--- config.mk ---
export PLATFORM = sky130hd
export DESIGN_NAME = dsp_op_controller
export DESIGN_NICKNAME = d
export VERILOG_FILES = /design/src/rtl/dsp_pkg.sv /design/src/rtl/dsp_mul_iter.sv /design/src/rtl/dsp_op_controller.sv
export SDC_FILE = /design/constraint.sdc
export NUM_CORES = 1
export LEC_CHECK = 0
export CORE_UTILIZATION = 51
export DETAILED_ROUTE_END_ITERATION = 10
export PLACE_DENSITY = 0.71
export SYNTH_ARGS = -nofsm -noshare
export SYNTH_HDL_FRONTEND = slang
export SYNTH_HIERARCHICAL = 1
export SYNTH_SLANG_ARGS = --single-unit
--- constraint.sdc ---
create_clock -name clk -period 6.5 [get_ports clk]
set_clock_uncertainty 0.1 [all_clocks]
set_input_delay 1.3 -clock clk [delete_from_list [all_inputs] [get_ports clk]]
set_output_delay 1.3 -clock clk [all_outputs]
set_load 0.02 [all_outputs]
--- src/rtl/dsp_pkg.sv ---
// Shared types and constants for the multi-cycle DSP unit beside the EX stage.
package dsp_pkg;

    localparam int XLEN_DEF = 32;

    typedef enum logic [1:0] {
        DSP_MUL  = 2'b00,
        DSP_MAC  = 2'b01,
        DSP_CLR  = 2'b10,
        DSP_READ = 2'b11
    } dsp_op_e;

    typedef enum logic [1:0] {
        IDLE = 2'd0,
        RUN  = 2'd1,
        DONE = 2'd2
    } dsp_state_e;

    function automatic logic is_mul_op(input logic [1:0] op);
        return (op == DSP_MUL) || (op == DSP_MAC);
    endfunction

endpackage

--- src/rtl/dsp_mul_iter.sv ---
// Iterative unsigned shift-add multiplier, one multiplier bit per step; sequencing is owned by the caller.
module dsp_mul_iter #(
    parameter int XLEN = 32
) (
    input  logic            clk,
    input  logic            reset,
    input  logic            load,
    input  logic [XLEN-1:0] a,
    input  logic [XLEN-1:0] b,
    input  logic            step,
    output logic [XLEN-1:0] product
);

    logic [XLEN-1:0] a_sh;
    logic [XLEN-1:0] b_sh;
    logic [XLEN-1:0] part;
    logic [XLEN-1:0] addend;

    // product already includes the current step, so it can be captured on the final step edge
    assign addend  = b_sh[0] ? a_sh : '0;
    assign product = part + addend;

    always_ff @(posedge clk or negedge reset) begin
        if (!reset) begin
            a_sh <= '0;
            b_sh <= '0;
            part <= '0;
        end else if (load) begin
            a_sh <= a;
            b_sh <= b;
            part <= '0;
        end else if (step) begin
            part <= product;
            a_sh <= a_sh << 1;
            b_sh <= b_sh >> 1;
        end
    end

endmodule

--- src/rtl/dsp_op_controller.sv ---
// Sequences MUL/MAC/CLR/READ requests from the EX stage, owns the accumulator and stalls the pipeline.
module dsp_op_controller
    import dsp_pkg::*;
#(
    parameter int XLEN       = XLEN_DEF,
    parameter int MUL_CYCLES = XLEN
) (
    input  logic            clk,
    input  logic            reset,
    input  logic            start_dsp,
    input  logic [1:0]      op_dsp,
    input  logic [XLEN-1:0] op_a,
    input  logic [XLEN-1:0] op_b,
    output logic            stall,
    output logic            busy,
    output logic [XLEN-1:0] dsp_result,
    output logic            dsp_valid
);

    localparam int CNT_W = (MUL_CYCLES > 1) ? $clog2(MUL_CYCLES) : 1;
    localparam logic [CNT_W-1:0] LAST_CNT = CNT_W'(MUL_CYCLES - 1);

    dsp_state_e      state;
    dsp_op_e         op_q;
    logic [CNT_W-1:0] counter;
    logic [XLEN-1:0] acc;
    logic [XLEN-1:0] mul_product;
    logic            load;
    logic            step;

    function automatic logic [XLEN-1:0] add_wrap(input logic [XLEN-1:0] x, input logic [XLEN-1:0] y);
        return x + y;
    endfunction

    // Gated by reset so the pipeline is released the instant reset asserts
    assign load  = reset && (state == IDLE) && start_dsp && is_mul_op(op_dsp);
    assign step  = (state == RUN);
    assign stall = load || (reset && (state == RUN));
    assign busy  = (state != IDLE);

    dsp_mul_iter #(.XLEN(XLEN)) u_mul (
        .clk     (clk),
        .reset   (reset),
        .load    (load),
        .a       (op_a),
        .b       (op_b),
        .step    (step),
        .product (mul_product)
    );

    always_ff @(posedge clk or negedge reset) begin
        if (!reset) begin
            state      <= IDLE;
            op_q       <= DSP_MUL;
            counter    <= '0;
            acc        <= '0;
            dsp_result <= '0;
            dsp_valid  <= 1'b0;
        end else begin
            dsp_valid <= 1'b0;
            case (state)
                IDLE: begin
                    if (start_dsp) begin
                        case (dsp_op_e'(op_dsp))
                            DSP_CLR: begin
                                acc        <= '0;
                                dsp_result <= '0;
                                dsp_valid  <= 1'b1;
                            end
                            DSP_READ: begin
                                dsp_result <= acc;
                                dsp_valid  <= 1'b1;
                            end
                            default: begin
                                op_q    <= dsp_op_e'(op_dsp);
                                counter <= '0;
                                state   <= RUN;
                            end
                        endcase
                    end
                end
                RUN: begin
                    counter <= counter + 1'b1;
                    if (counter == LAST_CNT) begin
                        state     <= DONE;
                        dsp_valid <= 1'b1;
                        if (op_q == DSP_MAC) begin
                            acc        <= add_wrap(acc, mul_product);
                            dsp_result <= add_wrap(acc, mul_product);
                        end else begin
                            dsp_result <= mul_product;
                        end
                    end
                end
                DONE:    state <= IDLE;
                default: state <= IDLE;
            endcase
        end
    end

endmodule

==> run summary <==
The run finished with clean final reports. The gate family responsible for the most delay along the worst path is compound AO/OA/AOI/OAI gates. Summed over all failing endpoints, the final setup total negative slack is 0 ns. The largest buffer count on any clock path came out at 2. The root buffer cell is sky130_fd_sc_hd__clkbuf_16.

The number of max-slew violations in the final report is 0. Final hold analysis gives a worst-case slack of between 0.3 and 0.4 ns. The via count of the first global-routing pass came out at 8993. After clock tree synthesis, the clock-pin slew on the worst setup and hold paths is ~0.07 ns.

For this design the ratio of total power to cell area is 583 nW/um^2. The slew at the pin with the worst max-slew slack is ~1.3 ns. Setup repair after global routing left no endpoint under its margin.

The starting density of the core is between 50% and 60%. Walking the worst path, the cells encountered are and2_1 -> ha_1 -> fa_1 -> a21o_1 -> a221oi_1 -> o211ai_2 -> nand2_1 -> a21boi_1 -> a21oi_1 -> xnor2_1 -> ha_1 -> a21oi_1 -> o21ai_0 -> a2111oi_0 -> nand2_1 -> o21ai_1 -> xor2_1 -> a21oi_1 -> o22ai_1. The highest ir drop seen on vdd came out at around 0.00023 V. The maximum level of the CTS H-tree is 4.

The number of unique standard cell types used by synthesis is 71. Global routing finished with a remaining overflow of 0. The tool flagged a number of max-cap violations equal to 0. In the synthesized netlist the dominant register cell turns out to be sky130_fd_sc_hd__dfrtp_1. The number of hold-repair buffers added at the cts stage came out at 0. The via count came out at between 9000 and 10000.

Prior to clock tree synthesis, the placed netlist has a worst setup slack of approximately 1.1 ns. The placer congestion estimate came out at just under 0.9. Compared with the post-synthesis result, the final layout area differs by 15.8%. The total wire length after detailed routing came out at between 20000 and 30000 microns. Measured against its own limit, the worst slew margin works out to around an eighth. Dividing the detail-routed wire length by the instance count gives 17.5 microns. The final layout contains around 1400 nets. The standard cell with the maximum stage delay on the critical path is sky130_fd_sc_hd__a221oi_1. The utilization after layout is 60.8%. The count of input and output buffers is roughly 100. During synthesis, Yosys emitted a total of 6 warnings.

In this design, the stage delay of the slowest critical-path cell is 0.67 ns. The DRC marker count from the first detailed-route iteration is 830. The highest net fanout along the worst path is 20. The initial antenna violation count is 0. After layout, the worst path uses 85.0% of the clock period. The share of post-route cells with drive strength above 1 is about 5.2%. The worst setup path is captured at a register. The total global routing track utilization is approximately a quarter. The sequential share of power is 24.6%. The minimum setup slack in the final design is roughly 0.97 ns. In this run the remaining antenna-violating nets after routing total 0.

The die is approximately 150 microns tall. The post-cts repair resize count came out at 0. The critical path required time came out at approximately 6.8 ns. The fraction of synthesis flops using an asynchronous set or reset pin is 100%.

0 antenna diodes ended up in the layout. Net switching is between 40% and 50% of the power. The first-pass iteration count of the detailed router came out at 6. The part of the total power dissipated in the clock network is about 14%. The count of boundary I/O pins is around 100. The first global-routing pass estimated 45300 microns of wire. The DRC violations left is 0. The core region is ~21000 sq um. The estimated wirelength of the detail-placed design came out at 19400 microns.

The number of flops mapped to enable cells by yosys is 0. The cell that appears most often on the critical path is sky130_fd_sc_hd__a21oi_1. Setup violations remaining at the end of the flow were counted as 0. The part of the power in combinational logic came out at 61.4%. Counting the fill cells in the layout gives 1897. The leakage power is 6.04 nW. Synthesis produced a netlist with a net count of approximately 1400.

For this run, the top clock speed supported by timing is 181 MHz. The mean number of vias per cell came out at about 6.1. The number of placement rows came out at between 50 and 60. The horizontal die dimension came out at roughly 150 microns.

The cell count after synthesis came out at approximately 1200. The buffer count from post-CTS setup fixing is 0. TritonCTS built the clock tree. The pin count of the biggest net entering global routing came out at between 100 and 150. Internal power comes to between 4 and 5 mW. The min-delay analysis places its worst path in the category register to register. The final hold violation count is 0. The die covers ~22000 sq um. The number of buffers and inverters on the critical path is 0.

The post-layout minimum cycle time came out at 5.53 ns. In this run the cell area of the synthesized design comes to roughly 11000 sq um. The net switching power is approximately 3.5 mW. The worst setup path is of the register to register kind. The post-synthesis average cell area is about 9 sq um. At the later pin of the worst-skew pair, clock insertion delay measures 0.44 ns. The worst setup path is launched from a register. The worst endpoint data arrival time is about 5.8 ns.

The proportion of synthesized chip area in sequential cells came out at around two fifths. The number of storage elements in the synthesis netlist is 170. The CTS sink count came out at 170. The clock buffer count from CTS came out at 17.
-- area by class of cell --
class	instances	area, sq um	share of cell area (%)
Multi-Input combinational cell	967	6540	50.6
Clock inverter	13	158	1.22
Timing Repair Buffer	114	1110	8.64
Clock buffer	19	453	3.51
Sequential cell	170	4250	33.0
Tap cell	275	344	2.67
Inverter	13	51.3	0.397
-- cells by family after synthesis --
kind of cell	share of synthesized area [%]
flops	38.1
xor+xnor	5.03
mux	6.92
simple gates	14.9
compound gates	24.2
fa+ha+maj	7.54
buf+inv	3.31
-- cells in the mapped netlist, drive strengths merged, types with 8 or more instances --
| library cell | number | area share [%] |
|---|---|---|
| a21oi | 75 | 3.4 |
| o211ai | 9 | 0.70 |
| dfrtp | 170 | 38 |
| o21a | 10 | 0.67 |
| xor2 | 24 | 1.9 |
| inv | 12 | 0.40 |
| a31oi | 10 | 0.70 |
| o21ai | 133 | 6.0 |
| mux2i | 76 | 6.8 |
| a21o | 31 | 2.1 |
| xnor2 | 40 | 3.1 |
| nand2 | 162 | 5.5 |
| and2 | 38 | 2.2 |
| clkbuf | 74 | 2.5 |
| nand4 | 19 | 1.1 |
| ha | 64 | 7.2 |
| o21bai | 12 | 0.87 |
| nor2 | 78 | 2.6 |
| a211oi | 9 | 0.70 |
| a222oi | 20 | 1.8 |
| nand3 | 8 | 0.36 |
| a22o | 29 | 2.3 |
| nor2b | 9 | 0.50 |
| nor3 | 12 | 0.54 |
| buf | 10 | 0.38 |
| a221oi | 12 | 1.0 |
| or3 | 9 | 0.50 |
-- layout by cell type (no fill, tap or decap), types with 8 or more instances in the layout --
cell type,count
sky130_fd_sc_hd__dfrtp_1,170
sky130_fd_sc_hd__nor3_1,12
sky130_fd_sc_hd__nor2_1,76
sky130_fd_sc_hd__a21o_1,31
sky130_fd_sc_hd__nand2_1,162
sky130_fd_sc_hd__buf_4,11
sky130_fd_sc_hd__nor2b_1,9
sky130_fd_sc_hd__a221oi_1,11
sky130_fd_sc_hd__a31oi_1,9
sky130_fd_sc_hd__and2_1,35
sky130_fd_sc_hd__clkdlybuf4s50_1,102
sky130_fd_sc_hd__xor2_1,24
sky130_fd_sc_hd__a21oi_1,75
sky130_fd_sc_hd__o21ai_0,108
sky130_fd_sc_hd__nand3_1,8
sky130_fd_sc_hd__clkbuf_16,17
sky130_fd_sc_hd__nand4_1,19
sky130_fd_sc_hd__ha_1,64
sky130_fd_sc_hd__o21ai_1,25
sky130_fd_sc_hd__xnor2_1,40
sky130_fd_sc_hd__inv_1,12
sky130_fd_sc_hd__a222oi_1,20
sky130_fd_sc_hd__or3_1,9
sky130_fd_sc_hd__o21a_1,10
sky130_fd_sc_hd__mux2i_1,76
sky130_fd_sc_hd__a22o_1,29
sky130_fd_sc_hd__o21bai_1,10
-- through the flow --
step	std cells	power, mW	instance area, sq um
final	1571	7.53	12900
after global routing	1571	8.12	12900
after CTS	1571	7.49	12900
after detailed placement	1539	6.40	12300
after global placement	1539	6.33	12300
after floorplan	1234	5.22	11200
-- worst paths after layout --
kind                           startpoint              to  slack [ns]  depth (start not counted)
min in group asynchronous           reset        state[1]        0.71                          1
hold / removal             dsp_result[19]  dsp_result[19]        0.38                          2
max in group asynchronous           reset   u_mul/part[2]        4.36                          2
setup / recovery            u_mul/b_sh[0]         acc[31]        0.97                         19
hold reg to reg            dsp_result[19]  dsp_result[19]        0.38                          2
setup reg to reg            u_mul/b_sh[0]         acc[31]        0.97                         19
-- tightest hold or removal path, cell delays in order, from the launching register on --
cell and delay (ns):
sky130_fd_sc_hd__dfrtp_1 0.34, sky130_fd_sc_hd__nand2_1 0.05, sky130_fd_sc_hd__o21ai_1 0.06
-- routing by layer --
layer / GRT usage, % / routed length (microns)
met2: 39.5 / 12400
met3: 2.99 / 1600
met4: 7.83 / 415
met5: 0 / 0
met1: 37.0 / 13100
-- sequential cells by signal, summed over array words and instances (netlist names) --
name,count
u_mul/part,32
acc,32
op_q,2
dsp_valid,1
u_mul/b_sh,32
dsp_result,32
u_mul/a_sh,32
counter,5
state,2
-- power by group through the flow --
| stage | sequential [mW] | combinational, mW | clock [mW] |
|---|---|---|---|
| global placement | 1.84 | 4.48 | 0 |
| detailed placement | 1.86 | 4.54 | 0 |
| finish | 1.85 | 4.62 | 1.06 |
| floorplan | 1.89 | 3.33 | 0 |
| CTS | 1.85 | 4.57 | 1.08 |
| global route | 1.91 | 5.09 | 1.12 |
Power figures use the tool's default switching activity.
